===== config.mk =====
export PLATFORM = sky130hd
export DESIGN_NAME = logic_gate_pipe
export DESIGN_NICKNAME = d
export VERILOG_FILES = /design/src/rtl/logic_gate_pkg.sv /design/src/rtl/logic_gate_stage.sv /design/src/rtl/logic_gate_pipe.sv
export SDC_FILE = /design/constraint.sdc
export NUM_CORES = 1
export LEC_CHECK = 0
export BUFFER_PORTS_ARGS = -buffer_cell sky130_fd_sc_hd__buf_2
export CAP_MARGIN = 10
export CORE_AREA = 8 8 45 47
export CTS_CLUSTER_DIAMETER = 30
export CTS_CLUSTER_SIZE = 24
export DETAILED_ROUTE_END_ITERATION = 12
export DIE_AREA = 0 0 53 55
export SLEW_MARGIN = 25
export SYNTH_ARGS = -nofsm -noshare
export SYNTH_HDL_FRONTEND = slang
export SYNTH_SLANG_ARGS = --single-unit

===== constraint.sdc =====
create_clock -name clk -period 0.8 [get_ports clk]
set_input_delay 0.16 -clock clk [delete_from_list [all_inputs] [get_ports clk]]
set_output_delay 0.16 -clock clk [all_outputs]
set_load 0.03 [all_outputs]

===== src/rtl/logic_gate_pkg.sv =====
// Shared types and the bitwise reduction used by logic_gate_pipe.
package logic_gate_pkg;

    localparam int unsigned OP_W   = 3;
    // Upper bounds for the generic reduction; instances zero-extend into these.
    localparam int unsigned MAX_W  = 64;
    localparam int unsigned MAX_IN = 16;

    typedef enum logic [OP_W-1:0] {
        OP_AND  = 3'd0,
        OP_OR   = 3'd1,
        OP_XOR  = 3'd2,
        OP_NAND = 3'd3,
        OP_NOR  = 3'd4,
        OP_XNOR = 3'd5,
        OP_PASS = 3'd6,
        OP_ZERO = 3'd7
    } op_e;

    // Operand k lives at [k*MAX_W +: MAX_W]; only the first num_in operands take part.
    function automatic logic [MAX_W-1:0] reduce_op(
        input op_e                       op,
        input logic [MAX_IN*MAX_W-1:0]   operands,
        input int unsigned               num_in
    );
        logic [MAX_W-1:0] and_r;
        logic [MAX_W-1:0] or_r;
        logic [MAX_W-1:0] xor_r;
        logic [MAX_W-1:0] res;
        and_r = '1;
        or_r  = '0;
        xor_r = '0;
        for (int unsigned k = 0; k < MAX_IN; k++) begin
            if (k < num_in) begin
                and_r &= operands[k*MAX_W +: MAX_W];
                or_r  |= operands[k*MAX_W +: MAX_W];
                xor_r ^= operands[k*MAX_W +: MAX_W];
            end
        end
        case (op)
            OP_AND:  res = and_r;
            OP_OR:   res = or_r;
            OP_XOR:  res = xor_r;
            OP_NAND: res = ~and_r;
            OP_NOR:  res = ~or_r;
            OP_XNOR: res = ~xor_r;
            OP_PASS: res = operands[MAX_W-1:0];
            default: res = '0;
        endcase
        return res;
    endfunction

endpackage


===== src/rtl/logic_gate_stage.sv =====
// One valid/ready register slice: loads when empty or draining this cycle.
module logic_gate_stage
#(
    parameter int unsigned PW = 2
)
(
    input  logic          clk,
    input  logic          rst,
    input  logic          in_valid,
    input  logic [PW-1:0] in_data,
    input  logic          down_ready,
    output logic          ready_c,
    output logic          valid,
    output logic [PW-1:0] data
);

    logic move_c;
    logic load_c;

    assign move_c  = valid && down_ready;
    assign ready_c = !valid || move_c;
    assign load_c  = in_valid && ready_c;

    always_ff @(posedge clk or posedge rst) begin
        if (rst) begin
            valid <= 1'b0;
            data  <= '0;
        end else if (load_c) begin
            valid <= 1'b1;
            data  <= in_data;
        end else if (move_c) begin
            valid <= 1'b0;
        end
    end

endmodule


===== src/rtl/logic_gate_pipe.sv =====
// Pipelined NUM_IN-operand bitwise logic unit with valid/ready flow control.
// Optional result statistics enabled by defining LOGIC_GATE_PIPE_STATS_EN.
module logic_gate_pipe
    import logic_gate_pkg::*;
#(
    parameter int unsigned WIDTH  = 1,
    parameter int unsigned NUM_IN = 2,
    parameter int unsigned STAGES = 1,
    parameter int unsigned CNT_W  = 16
)
(
    input  logic                    clk,
    input  logic                    rst,
    input  logic                    in_valid,
    output logic                    in_ready,
    input  logic [NUM_IN*WIDTH-1:0] in_data,
    input  logic [OP_W-1:0]         op,
    output logic                    out_valid,
    input  logic                    out_ready,
    output logic [WIDTH-1:0]        out_data,
    output logic                    out_all_ones
`ifdef LOGIC_GATE_PIPE_STATS_EN
    ,
    input  logic                    stats_clr,
    output logic [CNT_W-1:0]        hit_cnt,
    output logic [CNT_W-1:0]        miss_cnt
`endif
);

    localparam int unsigned PW = WIDTH + 1;

    logic [MAX_IN*MAX_W-1:0] opnds_ext;
    logic [WIDTH-1:0]        result_c;
    logic [STAGES-1:0]       v;
    logic [PW-1:0]           d [STAGES];

    always_comb begin
        opnds_ext = '0;
        for (int unsigned k = 0; k < NUM_IN; k++) begin
            opnds_ext[k*MAX_W +: WIDTH] = in_data[k*WIDTH +: WIDTH];
        end
    end

    assign result_c = WIDTH'(reduce_op(op_e'(op), opnds_ext, NUM_IN));

    // Payload layout per stage: {all_ones, result}.
    for (genvar i = 0; i < STAGES; i++) begin : g_stage
        logic          rdy;
        logic          up_v;
        logic [PW-1:0] up_d;
        logic          dn_r;

        if (i == 0) begin : g_head
            assign up_v = in_valid;
            assign up_d = {&result_c, result_c};
        end else begin : g_body
            assign up_v = v[i-1];
            assign up_d = d[i-1];
        end

        if (i == STAGES - 1) begin : g_tail
            assign dn_r = out_ready;
        end else begin : g_link
            assign dn_r = g_stage[i+1].rdy;
        end

        logic_gate_stage #(.PW(PW)) u_stage (
            .clk        (clk),
            .rst        (rst),
            .in_valid   (up_v),
            .in_data    (up_d),
            .down_ready (dn_r),
            .ready_c    (rdy),
            .valid      (v[i]),
            .data       (d[i])
        );
    end

    assign in_ready     = g_stage[0].rdy;
    assign out_valid    = v[STAGES-1];
    assign out_data     = d[STAGES-1][WIDTH-1:0];
    assign out_all_ones = d[STAGES-1][WIDTH];

`ifdef LOGIC_GATE_PIPE_STATS_EN
    // Saturating hit/miss counters; clear wins over a same-cycle increment.
    always_ff @(posedge clk or posedge rst) begin
        if (rst) begin
            hit_cnt  <= '0;
            miss_cnt <= '0;
        end else if (stats_clr) begin
            hit_cnt  <= '0;
            miss_cnt <= '0;
        end else if (out_valid && out_ready) begin
            if (out_all_ones) begin
                if (hit_cnt != '1) hit_cnt <= hit_cnt + CNT_W'(1);
            end else begin
                if (miss_cnt != '1) miss_cnt <= miss_cnt + CNT_W'(1);
            end
        end
    end
`endif

endmodule


* Yosys cells after proc, flatten, opt, wreduce, memory -nomap -nowiden *
Cells that the tools add are included.

operators by class
  add/subtract/negate cells = 0
  multipliers = 0
  divide/modulo/power cells = 0
  order comparisons = 0
  eq/ne operators = 6
  shifts and indexed selects = 0
  mux-type cells = 3
  bitwise logic cells = 6
  reductions and logical operators = 6

operators with widths
  kind                                                                   number
  3-bit equality test, second input constant                             3
  1-bit case mux with 7 select lines                                     1
  3-bit by 2-bit equality test with 1-bit output, second input constant  2
  3-bit by 1-bit equality test with 1-bit output, second input constant  1
  3-bit zero test                                                        1
  1-bit inverter                                                         3
  1-bit logical AND                                                      2
  1-bit two-way mux                                                      2
  2-bit nonzero test                                                     1
  1-bit bitwise AND                                                      1
  1-bit zero test                                                        1
  1-bit logical OR                                                       1
  1-bit OR                                                               1
  1-bit XOR                                                              1

storage, ports and cells
  register bits after elaboration = 2
  latch bits = 0
  bits in writable memories = 0
  bits in read-only memories = 0
  input port bits = 9
  output and inout port bits = 4
  word-level logic and storage cells = 23
  memories kept = 0

* Longest topological paths before layout *
  depth after elaboration = 4
  depth in mapped cells = 6
  gate-level depth less buffers = 6

* Hierarchy *
Synthesis repeated with hierarchy kept, for this count alone.

second synthesis, totals
  cell total of the unflattened synthesis = 25
  area, all modules = 249.0 um^2

modules (own cells, without submodules)
  module            instances  cells an instance  area each (um^2)  seq. area each (um^2)
  logic_gate_stage  1          9                  136.4             75.1
  logic_gate_pipe   1          16                 112.6             0.0

* Worst setup path before layout *
Ideal clock, no wire load.

  path kind = register -> register
  from = register g_stage[0].u_stage.valid
  to = register, netlist name g_stage[0].u_stage.data[0]
  library setup time = 0.150 ns
  data arrival time = 1.088 ns
  data required time = 0.650 ns
  setup slack = -0.439 ns
  stages on the path, launching flop included = 4
  buffers on the path = 0
  period minus slack after synthesis = 1.239 ns
  cells stage by stage = dfrtp_1 > nand2b_1 > a21oi_1 > a41oi_2

on the way
  cells in the longest elaborated chain, start to end = 3
  elaborated cells between the ends (all ways) = 4
  those cells by class = reduce/logical: 4

RTL lines
  what                                                         RTL line                                        source
  start: declaration                                           logic_gate_stage.sv:13                          output logic valid,
  start signal: assignment                                     logic_gate_stage.sv:26                          valid <= 1'b0;
  start signal: assignment                                     logic_gate_stage.sv:29                          valid <= 1'b1;
  start signal: assignment                                     logic_gate_stage.sv:32                          valid <= 1'b0;
  1-bit zero test / 1-bit logical AND (equally long branches)  logic_gate_stage.sv:21, logic_gate_stage.sv:20
  1-bit logical OR (*)                                         logic_gate_stage.sv:21                          assign ready_c = !valid || move_c;
  named net in_ready                                           logic_gate_pipe.sv:15                           output logic in_ready,
  1-bit logical AND (*)                                        logic_gate_stage.sv:22                          assign load_c = in_valid && ready_c;

Mark *: on every way through the listed nets, which the timed path passes. The rest lies on a longest branch.
A chain may end at the register's enable or synchronous reset.

* Worst setup path in the final report *
  from = register g_stage[0].u_stage.valid
  to = output port in_ready

on the way
  cells in the longest elaborated chain, start to end = 2
  elaborated cells between the ends (all ways) = 3
  those cells by class = reduce/logical: 3

RTL lines
  what                                                         RTL line
  1-bit zero test / 1-bit logical AND (equally long branches)  logic_gate_stage.sv:21, logic_gate_stage.sv:20
  1-bit logical OR (*)                                         logic_gate_stage.sv:21
  end: declaration                                             logic_gate_pipe.sv:15

Every way passes the cells marked *; elsewhere a longest branch is shown, timed or not.

==> metrics <==
outcome finished, violations left; failing checks negative setup slack; worst hold path type input pin to flop; Hold Vio Cnt, Final 0; root buf cell clkbuf_4; P_leak about 0.19 nW; Via density approximately 3.9; IO buf count 12; Pwr Total 0.636 mW; worst path cell trace nand2b_4 -> buf_6; nets between 50 and 60; Max FO, Critical Path 2; vias in the first global route about 250; CTS max path bufs 2; Max stage delay on crit path around 0.4 ns; final worst path period need around 1.0 ns; CP top delay family flip-flops; Final Cell Area ~420 um2; vias around 230; Post-Route WL 580 um; Yosys warnings 0; WS Path Type flop to output port; MaxCap Viol Count 0; core footprint roughly 1400 um2; Crit-path slowest cell dfrtp_2; Final period util 1.24; share of cells above drive strength 1 0.643; final core occ 0.300; flip-flop and latch area about 50 um2; setup TNS -0.720 ns; routability cong. ~0.69; Max VDD drop approximately 330 uV; Fmax roughly 1000 MHz; number of buffers and inverters on the critical path 1; Die X roughly 53 um; Pre-antenna DRT Iters 4; most frequent cells after synthesis nand2b_1 (4), inv_1 (3); Pwr Density ~1500 nW/um2; Syn Std Cell Area about 200 um2; CTS tree built; GRT Resource Usage Total 0.0480; pre-CTS setup slack -0.374 ns; Yosys top cell by area dfrtp_1; Max transition margin 0.901; pin count of the biggest net entering global routing 8; Worst-Skew Late Latency 0.23 ns; Reg clk slew, reported paths roughly 0.040 ns; synthesized area per cell 8.13 um2; die area 2920 um2; Post-synth ARST share 1.00; RSZ-0062 raised after global routing yes; Post-synth EDFFs 0; antenna violations before repair 0; overflow left after global routing 0; Least-Margin Pin Slew between 0.1 and 0.15 ns; Final setup violation count 5; ys flop type dfrtp_1; Worst Path Arrival between 0.8 and 0.9 ns; H-tree depth 1; Slew Viols, Final 0; Avg WL per Cell around 10 um; synth top area cells dfrtp_1 (26%), ha_1 (13%), nand2b_1 (13%); CP required between 0.6 and 0.7 ns; Num CTS Buffers 3; die span in y between 50 and 60 um; Cells after DPL 51; cell with the most instances after synthesis nand2b_1; Non-Filler Instances 58; Row Count 14; Crit. End Element output port; P&R area growth vs syn 113%; Net Count, Synth 35; Hold Slack between 0.2 and 0.25 ns; Starting Density 0.141; top-area cell type share of the netlist area 0.256; sequential cell area fraction in the yosys report 0.256; first-pass GRT wire length 972 um; Multi-input gate area 174 um2; clk sink count 2; Ant. Diodes 0; Netlist cell types 13; PnR worst setup slack -0.195 ns; Synth Register Bits 2; Ports 13; drt first-iter violations 3; Synth Instances 24; Worst setup SP type flop; ANT nets after route 0; Residual DRC 0; Final HPWL DP 464 um; placed inst area between 300 and 400 um2; skew final 0.00969 ns; fill cell count 151
[worst reg2reg max path, cell delays in order, from the launching register on]
cell	delay [ns]
dfrtp_2	0.41
nand2b_4	0.07
buf_4	0.13
a21oi_4	0.05
a41oi_2	0.13
[placed cells by master, fill, tap and decap left out, drive strengths merged]
master       synthesis  final
a211o                1      1
dfrtp                2      2
a21oi                2      2
nor3                 1      1
buf                  1     14
nor2                 1      1
nand2b               4      4
ha                   2      2
clkbuf               0      4
and2b                2      2
dlygate4sd3          0      1
nand2                2      2
o21ai                2      2
a41oi                1      1
inv                  3      3
[cells by family (layout without fill, tap and decap cells)]
family	count (synthesis)	count (layout)	share of synthesized area
AO/OA/AOI/OAI	6	6	0.231
adder cells (fa/ha/maj)	2	2	0.128
buffers and inverters	4	22	0.0962
flip-flops	2	2	0.256
AND/OR/NAND/NOR	10	10	0.288
[state kept, by name, summed over array words and instances (netlist names)]
name	count
g_stage.u_stage.valid	1
g_stage.u_stage.data	1
[path summary, 6_finish.rpt]
check / from / to / slack (ns) / depth (start not counted)
max: g_stage[0].u_stage.valid / in_ready / -0.20 / 2
min: in_valid / g_stage[0].u_stage.valid / 0.22 / 2
max reg2reg: g_stage[0].u_stage.valid / g_stage[0].u_stage.data[0] / -0.09 / 4
min reg2reg: g_stage[0].u_stage.valid / g_stage[0].u_stage.valid / 0.68 / 3
max in group asynchronous: rst / g_stage[0].u_stage.valid / 0.35 / 3
min in group asynchronous: rst / g_stage[0].u_stage.valid / 0.33 / 3
[power breakdown]
| part | switching, mW | leakage [nW] | internal [mW] |
|---|---|---|---|
| sequential | 0.0121 | 0.0213 | 0.115 |
| clock | 0.0613 | 0.0150 | 0.185 |
| combinational | 0.128 | 0.155 | 0.134 |
[routing by layer]
metal / part of all wire / track usage / routed length, um / up-vias
li1: - / - / - / 115
met1: 0.37 / 0.0424 / 216 / 98
met2: 0.43 / 0.0684 / 249 / 12
met3: 0.20 / 0.0267 / 114 / 0
met4: 0 / 0.0647 / 0 / 0
met5: 0 / 0 / 0 / -
[what timing repair did]
action	in CTS	in global routing
endpoints found under the hold margin	2	0
gates resized for setup	10	4
pin swaps	1	3
endpoints found under the setup margin	5	6
setup buffers	2	0
hold buffers	1	0
[final cells by class]
cell class	count	area share
multi-input combinational	18	0.419
timing repair buffer	15	0.289
sequential	2	0.123
clock buffer	4	0.0633
inverter	3	0.0572
tap	16	0.0482
Note: power is estimated with default switching activity, not from simulation.
